`config.mk`:
```
export PLATFORM = sky130hd
export DESIGN_NAME = lfsr_period_ctrl_flat
export DESIGN_NICKNAME = d
export VERILOG_FILES = /design/src/rtl/lfsr_pkg.sv /design/src/rtl/lfsr_period_ctrl_if.sv /design/src/rtl/lfsr_core.sv /design/src/rtl/lfsr_period_ctrl.sv /design/src/flat_wrapper.sv
export SDC_FILE = /design/constraint.sdc
export NUM_CORES = 1
export LEC_CHECK = 0
export BUFFER_PORTS_ARGS = -buffer_cell sky130_fd_sc_hd__buf_2
export CORE_MARGIN = 3
export CORE_UTILIZATION = 45
export CTS_CLUSTER_SIZE = 20
export DETAILED_ROUTE_END_ITERATION = 8
export GPL_TIMING_DRIVEN = 0
export PLACE_DENSITY = 0.65
export SYNTH_ARGS = -nofsm -noshare
export SYNTH_HDL_FRONTEND = slang
export SYNTH_SLANG_ARGS = --single-unit
```
`constraint.sdc`:
```
create_clock -name clk -period 5.4 [get_ports clk]
set_input_delay 0.81 -clock clk [delete_from_list [all_inputs] [get_ports clk]]
set_output_delay 0.81 -clock clk [all_outputs]
set_load 0.1 [all_outputs]
```
`src/rtl/lfsr_pkg.sv`:
```
// Shared types and the Galois step function for the LFSR period measurement block.
package lfsr_pkg;

  localparam int MIN_WIDTH = 2;
  localparam int MAX_WIDTH = 16;

  typedef enum logic [1:0] {
    IDLE = 2'd0,
    LOAD = 2'd1,
    RUN  = 2'd2,
    DONE = 2'd3
  } state_t;

  // Operands are zero-extended to MAX_WIDTH; the result never sets bits above the LFSR width.
  function automatic logic [MAX_WIDTH-1:0] lfsr_next(input logic [MAX_WIDTH-1:0] s,
                                                      input logic [MAX_WIDTH-1:0] taps);
    return (s >> 1) ^ (s[0] ? taps : '0);
  endfunction

endpackage

```
`src/rtl/lfsr_period_ctrl_if.sv`:
```
// Control/result bundle between the lab register logic (master) and the period sequencer (slave).
interface lfsr_period_ctrl_if #(parameter int WIDTH = 8);

  logic             start;
  logic             abort;
  logic [WIDTH-1:0] seed;
  logic             busy;
  logic             done;
  logic [WIDTH:0]   period;
  logic             maximal;
  logic             lockup_err;
  logic             norep_err;
  logic [WIDTH-1:0] lfsr_q;

  modport master (
    output start, abort, seed,
    input  busy, done, period, maximal, lockup_err, norep_err, lfsr_q
  );

  modport slave (
    input  start, abort, seed,
    output busy, done, period, maximal, lockup_err, norep_err, lfsr_q
  );

endinterface

```
`src/rtl/lfsr_core.sv`:
```
// Galois LFSR state register with synchronous load and step enable; load wins over enable.
module lfsr_core
  import lfsr_pkg::*;
#(
  parameter int               WIDTH = 8,
  parameter logic [WIDTH-1:0] TAPS  = 8'hB8
) (
  input  logic             clk,
  input  logic             reset,
  input  logic             load,
  input  logic             en,
  input  logic [WIDTH-1:0] seed,
  output logic [WIDTH-1:0] q,
  output logic [WIDTH-1:0] next
);

  logic [WIDTH-1:0]     q_reg;
  logic [MAX_WIDTH-1:0] next_wide;

  assign next_wide = lfsr_next(MAX_WIDTH'(q_reg), MAX_WIDTH'(TAPS));
  assign next      = next_wide[WIDTH-1:0];
  assign q         = q_reg;

  generate
    if (WIDTH < MAX_WIDTH) begin : g_unused_hi
      logic unused_next_hi;
      assign unused_next_hi = ^next_wide[MAX_WIDTH-1:WIDTH];
    end
  endgenerate

  always_ff @(posedge clk or negedge reset) begin
    if (!reset) begin
      q_reg <= '0;
    end else if (load) begin
      q_reg <= seed;
    end else if (en) begin
      q_reg <= next;
    end
  end

endmodule

```
`src/rtl/lfsr_period_ctrl.sv`:
```
// Sequencer that loads a seed, steps the LFSR each cycle and counts steps until the seed recurs.
module lfsr_period_ctrl
  import lfsr_pkg::*;
#(
  parameter int               WIDTH = 8,
  parameter logic [WIDTH-1:0] TAPS  = 8'hB8
) (
  input  logic                clk,
  input  logic                reset,
  lfsr_period_ctrl_if.slave   bus
);

  localparam logic [WIDTH:0] CNT_ONE  = {{WIDTH{1'b0}}, 1'b1};
  localparam logic [WIDTH:0] CNT_FULL = {1'b1, {WIDTH{1'b0}}};
  localparam logic [WIDTH:0] CNT_MAX  = CNT_FULL - CNT_ONE;

  generate
    if (WIDTH < MIN_WIDTH || WIDTH > MAX_WIDTH) begin : g_bad_width
      $error("lfsr_period_ctrl: WIDTH must be within 2..16");
    end
    if (TAPS[WIDTH-1] != 1'b1) begin : g_bad_taps
      $error("lfsr_period_ctrl: TAPS MSB must be set");
    end
  endgenerate

  state_t           state_reg, state_next;
  logic [WIDTH-1:0] seed_reg, seed_next;
  logic [WIDTH:0]   cnt_reg, cnt_next, cnt_inc;
  logic [WIDTH:0]   period_reg, period_next;
  logic             maximal_reg, maximal_next;
  logic             lockup_reg, lockup_next;
  logic             norep_reg, norep_next;
  logic             core_load, core_en;
  logic [WIDTH-1:0] lfsr_q, lfsr_nx;

  lfsr_core #(.WIDTH(WIDTH), .TAPS(TAPS)) u_core (
    .clk   (clk),
    .reset (reset),
    .load  (core_load),
    .en    (core_en),
    .seed  (seed_reg),
    .q     (lfsr_q),
    .next  (lfsr_nx)
  );

  assign cnt_inc = cnt_reg + CNT_ONE;

  always_ff @(posedge clk or negedge reset) begin
    if (!reset) begin
      state_reg   <= IDLE;
      seed_reg    <= '0;
      cnt_reg     <= '0;
      period_reg  <= '0;
      maximal_reg <= 1'b0;
      lockup_reg  <= 1'b0;
      norep_reg   <= 1'b0;
    end else begin
      state_reg   <= state_next;
      seed_reg    <= seed_next;
      cnt_reg     <= cnt_next;
      period_reg  <= period_next;
      maximal_reg <= maximal_next;
      lockup_reg  <= lockup_next;
      norep_reg   <= norep_next;
    end
  end

  always_comb begin
    state_next   = state_reg;
    seed_next    = seed_reg;
    cnt_next     = cnt_reg;
    period_next  = period_reg;
    maximal_next = maximal_reg;
    lockup_next  = lockup_reg;
    norep_next   = norep_reg;
    core_load    = 1'b0;
    core_en      = 1'b0;
    case (state_reg)
      IDLE: begin
        if (bus.start) begin
          seed_next  = bus.seed;
          state_next = LOAD;
        end
      end
      LOAD: begin
        // Results clear even on abort so a cancelled run never exposes stale values.
        core_load    = 1'b1;
        cnt_next     = '0;
        period_next  = '0;
        maximal_next = 1'b0;
        lockup_next  = 1'b0;
        norep_next   = 1'b0;
        if (bus.abort) begin
          state_next = IDLE;
        end else if (seed_reg == '0) begin
          lockup_next = 1'b1;
          state_next  = DONE;
        end else begin
          state_next = RUN;
        end
      end
      RUN: begin
        if (bus.abort) begin
          state_next = IDLE;
        end else begin
          core_en  = 1'b1;
          cnt_next = cnt_inc;
          if (lfsr_nx == seed_reg) begin
            period_next  = cnt_inc;
            maximal_next = (cnt_inc == CNT_MAX);
            state_next   = DONE;
          end else if (cnt_inc == CNT_FULL) begin
            norep_next  = 1'b1;
            period_next = '0;
            state_next  = DONE;
          end
        end
      end
      DONE: begin
        state_next = IDLE;
      end
      default: begin
        state_next = IDLE;
      end
    endcase
  end

  assign bus.busy       = (state_reg == LOAD) || (state_reg == RUN);
  assign bus.done       = (state_reg == DONE);
  assign bus.period     = period_reg;
  assign bus.maximal    = maximal_reg;
  assign bus.lockup_err = lockup_reg;
  assign bus.norep_err  = norep_reg;
  assign bus.lfsr_q     = lfsr_q;

endmodule

```
`src/flat_wrapper.sv`:
```
// flat-port wrapper written by rule: the top's interface ports become plain ports
module lfsr_period_ctrl_flat import lfsr_pkg::*;
#(
  parameter int               WIDTH = 8,
  parameter logic [WIDTH-1:0] TAPS  = 8'hB8
)
  (clk, reset, bus_start, bus_abort, bus_seed, bus_busy, bus_done, bus_period, bus_maximal, bus_lockup_err, bus_norep_err, bus_lfsr_q);
  lfsr_period_ctrl_if #(.WIDTH(WIDTH)) bus_i ();
  input  logic clk;
  input  logic reset;
  input wire logic [$bits(bus_i.start)-1:0] bus_start;
  input wire logic [$bits(bus_i.abort)-1:0] bus_abort;
  input wire logic [$bits(bus_i.seed)-1:0] bus_seed;
  output wire logic [$bits(bus_i.busy)-1:0] bus_busy;
  output wire logic [$bits(bus_i.done)-1:0] bus_done;
  output wire logic [$bits(bus_i.period)-1:0] bus_period;
  output wire logic [$bits(bus_i.maximal)-1:0] bus_maximal;
  output wire logic [$bits(bus_i.lockup_err)-1:0] bus_lockup_err;
  output wire logic [$bits(bus_i.norep_err)-1:0] bus_norep_err;
  output wire logic [$bits(bus_i.lfsr_q)-1:0] bus_lfsr_q;
  assign bus_i.start = bus_start;
  assign bus_i.abort = bus_abort;
  assign bus_i.seed = bus_seed;
  assign bus_busy = bus_i.busy;
  assign bus_done = bus_i.done;
  assign bus_period = bus_i.period;
  assign bus_maximal = bus_i.maximal;
  assign bus_lockup_err = bus_i.lockup_err;
  assign bus_norep_err = bus_i.norep_err;
  assign bus_lfsr_q = bus_i.lfsr_q;
  lfsr_period_ctrl #(.WIDTH(WIDTH), .TAPS(TAPS)) u_core (.clk(clk), .reset(reset), .bus(bus_i));
endmodule
```
==> results.txt <==
The sequential cell area in the final layout is 976 um^2, and the normalized max-slew margin is 0.418. After synthesis the cells add up to 0.00234 mm^2. The run gives 0 as the post-cts resize count. By area the synthesized netlist is led by sky130_fd_sc_hd__dfrtp_1, sky130_fd_sc_hd__xor2_1, sky130_fd_sc_hd__mux2_2. The top cell type's share of synthesized area came out at 0.418. TritonCTS built the clock tree. Counting every sink on the clock net gives 39.

Once placement completed, the tool counted placed cells totaling 338. The total length of routed met2 wires is 2.35 mm. The count of different cell masters after synthesis is 48, and the setup slack on the worst flop-to-flop path is 2.96 ns. The worst path needs 2.44 ns of the cycle, external delays included. Counting flops with a built-in enable in the synthesized netlist gives 0. The placed instances occupy a cell area of 0.00259 mm^2. For this run, design rule violations remaining after detail routing come to 0. Among all flip-flop cells after synthesis, the most frequent one is sky130_fd_sc_hd__dfrtp_1.

The number of buffer and inverter stages on the critical path is 0. After routing the design area is 0.00267 mm^2. The wire length of the first global-routing pass is 8.34 mm, and the part of the cycle the worst path needs is 0.452. On the critical path the largest part of the delay comes from compound AO/OA/AOI/OAI gates. The worst hold path begins at u_core.bus.norep_err. The number of cells on the worst reg-to-reg path is 7.

The total global-route track usage is 0.173. The worst register-to-register path ends at u_core.bus.period[7]. The analysis attributes to cell leakage a power of 1.25 nW.

Using the TritonRoute via totals, the vias-per-cell ratio works out to 5.18. The net count of the finished layout is 298. Hold repair after CTS inserted 0 buffers. Counting the buffers created by CTS gives 5.

In this run the count of I/O pins placed on the die edge is 34. The worst setup path is captured at a flip-flop. Once detail routing completed, the nets flagged for antenna violations numbered 0. The count of state elements after synthesis was 39. The horizontal die dimension came out at 78.1 um.

The post-layout instance count excluding filler cells is 346, and the y dimension of the die is 78.1 um. The placement row count is 25, and the count of cells along the worst hold path is 2. Counting the fill cells in the layout gives 470. In this design, the stage delay of the slowest critical-path cell is 0.49 ns. The clock tree synthesis step divided the H-tree into 2 levels. Summed over all layers, the routed wires come to 4.85 mm. Relative area change from synthesis to final layout: 14.1%. VDD sags by at most 0.396 mV.

The proportion of synthesized chip area in sequential cells came out at 0.418. The critical path goes through ha_1 -> nand3_4 -> or3_1 -> a211oi_1 -> a22oi_2 -> o21ai_4 -> o21ai_2. The run gives 0 as the count of final max-slew check failures.

Detailed routing placed a total of 140 um of wire on met3. The run finished with clean final reports. For this block, the initial DRC count from the detailed router was 74. In this run the worst path has a maximum fanout of 9. The maximum clock insertion buffer count is 2. The critical register-to-register path startpoint was u_core.cnt_reg[1]. The async set or reset register ratio after synthesis works out to 1.00. The tools report the type of element launching the critical path as a flip-flop. For the antenna cell count, the log shows 0. The detailed router used layers up to and including met4. The initial cell density of the core was 0.479.

The post-CTS clock slew at the launch and capture registers of the worst setup and hold paths was 0.07 ns. The routed length per placed instance came out at 14.0 um. In the synthesized netlist, the number of instances is 238.

The tool flagged a number of max-cap violations equal to 0. STA puts the critical path data arrival time at 2.61 ns. Detailed routing inserted a total of 1793 vias. The tools report the area of the multi-input gates as 0.00123 mm^2. For the clock latency of the later-clocked register in the worst-skew pair, the log shows 0.29 ns. During synthesis, Yosys emitted a total of 0 warnings. Derived from the worst setup path, the maximum achievable clock frequency is 410 MHz. The cell with the largest stage delay on the worst path was sky130_fd_sc_hd__dfrtp_1. The dominant cell type by area after synthesis was sky130_fd_sc_hd__dfrtp_1.

The run gives 0 as the total overflow reported by the global router. After floorplanning, the core was sized to cover 0.00488 mm^2. The initial antenna violation count was 0; the pin count of the biggest net entering global routing was 40.

Input and output buffers added on the ports amount to 33. The worst hold endpoint is u_core.bus.norep_err. At the worst endpoint, the required time is 5.57 ns. In this run the power density over the cells is 523 mW/mm^2. The transition time of the tightest slew-check pin was 0.872 ns; the length of routed wiring on met1 was 2.29 mm. The critical path in this run is classified as reg2reg. The via count of the first global-routing pass was 1736; the count of final hold-check violations was 0. Synthesis produced a netlist with a net count of 258. The wire-length estimate of the detail-placed layout is 3.51 mm. The buffer cell driving the clock tree root was sky130_fd_sc_hd__clkbuf_8. The logs give 0.00140 W for the total power of the final layout and 4 for the detailed-router iteration count before antenna repair. Each instance of the synthesized netlist takes up on average 9.82 um^2.

Setup violations remaining at the end of the flow were counted as 0. Worst hold path class: reg2reg. The total setup buffers inserted after CTS was 0. Between clock sinks in the finished design, the worst skew comes to 0.00493 ns. The share of the core filled with cells came out at 0.547. The congestion estimate from routability-driven global placement came to 0.794. Full die area: 0.00609 mm^2. The fraction of layout instances using a drive strength above 1 is 0.262, and the accumulated negative setup slack is 0 ns. Setup repair after global routing left no endpoint under its margin.
## layer usage
layer  vias up  track usage
li1        910            -
met3         8       0.0310
met2        27        0.295
met1       848        0.224
met4         0       0.0524
met5         -            0
## layout make-up
class	count	share of cell area
Inverter	17	0.0239
Tap cell	67	0.0314
Timing Repair Buffer	33	0.0619
Clock inverter	1	0.00188
Multi-Input combinational cell	168	0.461
Buffer	14	0.0258
Sequential cell	39	0.366
Clock buffer	7	0.0286
## where the power goes
| group | internal, W | leakage (nW) | switching [W] |
|---|---|---|---|
| clock | 0.0000907 | 0.0422 | 0.0000994 |
| combinational | 0.000193 | 0.695 | 0.000560 |
| sequential | 0.000365 | 0.509 | 0.0000881 |
| total | 0.000648 | 1.25 | 0.000747 |
## cells by family (layout without fill, tap and decap cells)
| logic type | Yosys count | after routing | share of synthesized area |
|---|---|---|---|
| xor gates and xnor gates | 23 | 23 | 0.0862 |
| and+or+nand+nor | 69 | 69 | 0.150 |
| DFF | 39 | 39 | 0.418 |
| adders and majority gates | 8 | 8 | 0.0428 |
| muxes | 14 | 14 | 0.0648 |
| AOI/OAI and AO/OA | 54 | 54 | 0.181 |
| buffers and inverters | 31 | 72 | 0.0567 |
## cell usage after synthesis (all sizes together) (2+ instances only)
cell	n
clkbuf	6
nand2b	3
mux2i	5
mux2	9
nand4	3
xnor2	11
buf	8
a21oi	4
xor2	12
a22o	7
nor2b	2
inv	17
dfrtp	39
a31oi	9
nor3	6
ha	8
nand3	7
nor4	3
nor2	18
nand2	21
o21ai	22
## worst min-delay path, delay by kind of cell (launching register included)
family | cells | cell delay [ns]
DFF | 1 | 0.36
AOI/OAI and AO/OA | 1 | 0.06
and+or+nand+nor | 1 | 0.05
## through the flow
stage	hold WS [ns]	worst slack, ns
6_report	0.502	2.96
5_1_grt	0.551	2.78
4_1_cts	0.517	2.93
3_5_place_dp	0.500	2.96
3_3_place_gp	0.497	3.02
2_1_floorplan	0.500	2.91
## placed cells by master, fill, tap and decap left out, types with 8 or more instances in the layout
master	count
sky130_fd_sc_hd__xnor2_1	11
sky130_fd_sc_hd__xor2_1	12
sky130_fd_sc_hd__a31oi_1	9
sky130_fd_sc_hd__nor2_1	18
sky130_fd_sc_hd__dfrtp_1	39
sky130_fd_sc_hd__ha_1	8
sky130_fd_sc_hd__buf_2	37
sky130_fd_sc_hd__o21ai_2	9
sky130_fd_sc_hd__inv_1	17
sky130_fd_sc_hd__nand2_1	21
sky130_fd_sc_hd__o21ai_0	12
sky130_fd_sc_hd__mux2_2	9
sky130_fd_sc_hd__clkbuf_1	8
## worst max path at each step
stage,from,end,depth (start not counted)
global route,u_core.cnt_reg[1],u_core.bus.period[4],7
floorplan,u_core.u_core.q[0],u_core.bus.maximal,7
detailed placement,u_core.cnt_reg[1],u_core.bus.period[7],7
CTS,u_core.cnt_reg[1],u_core.bus.period[7],7
finish,u_core.cnt_reg[1],u_core.bus.period[7],7
global placement,u_core.cnt_reg[1],u_core.bus.period[7],7
Power figures use the tool's default switching activity.
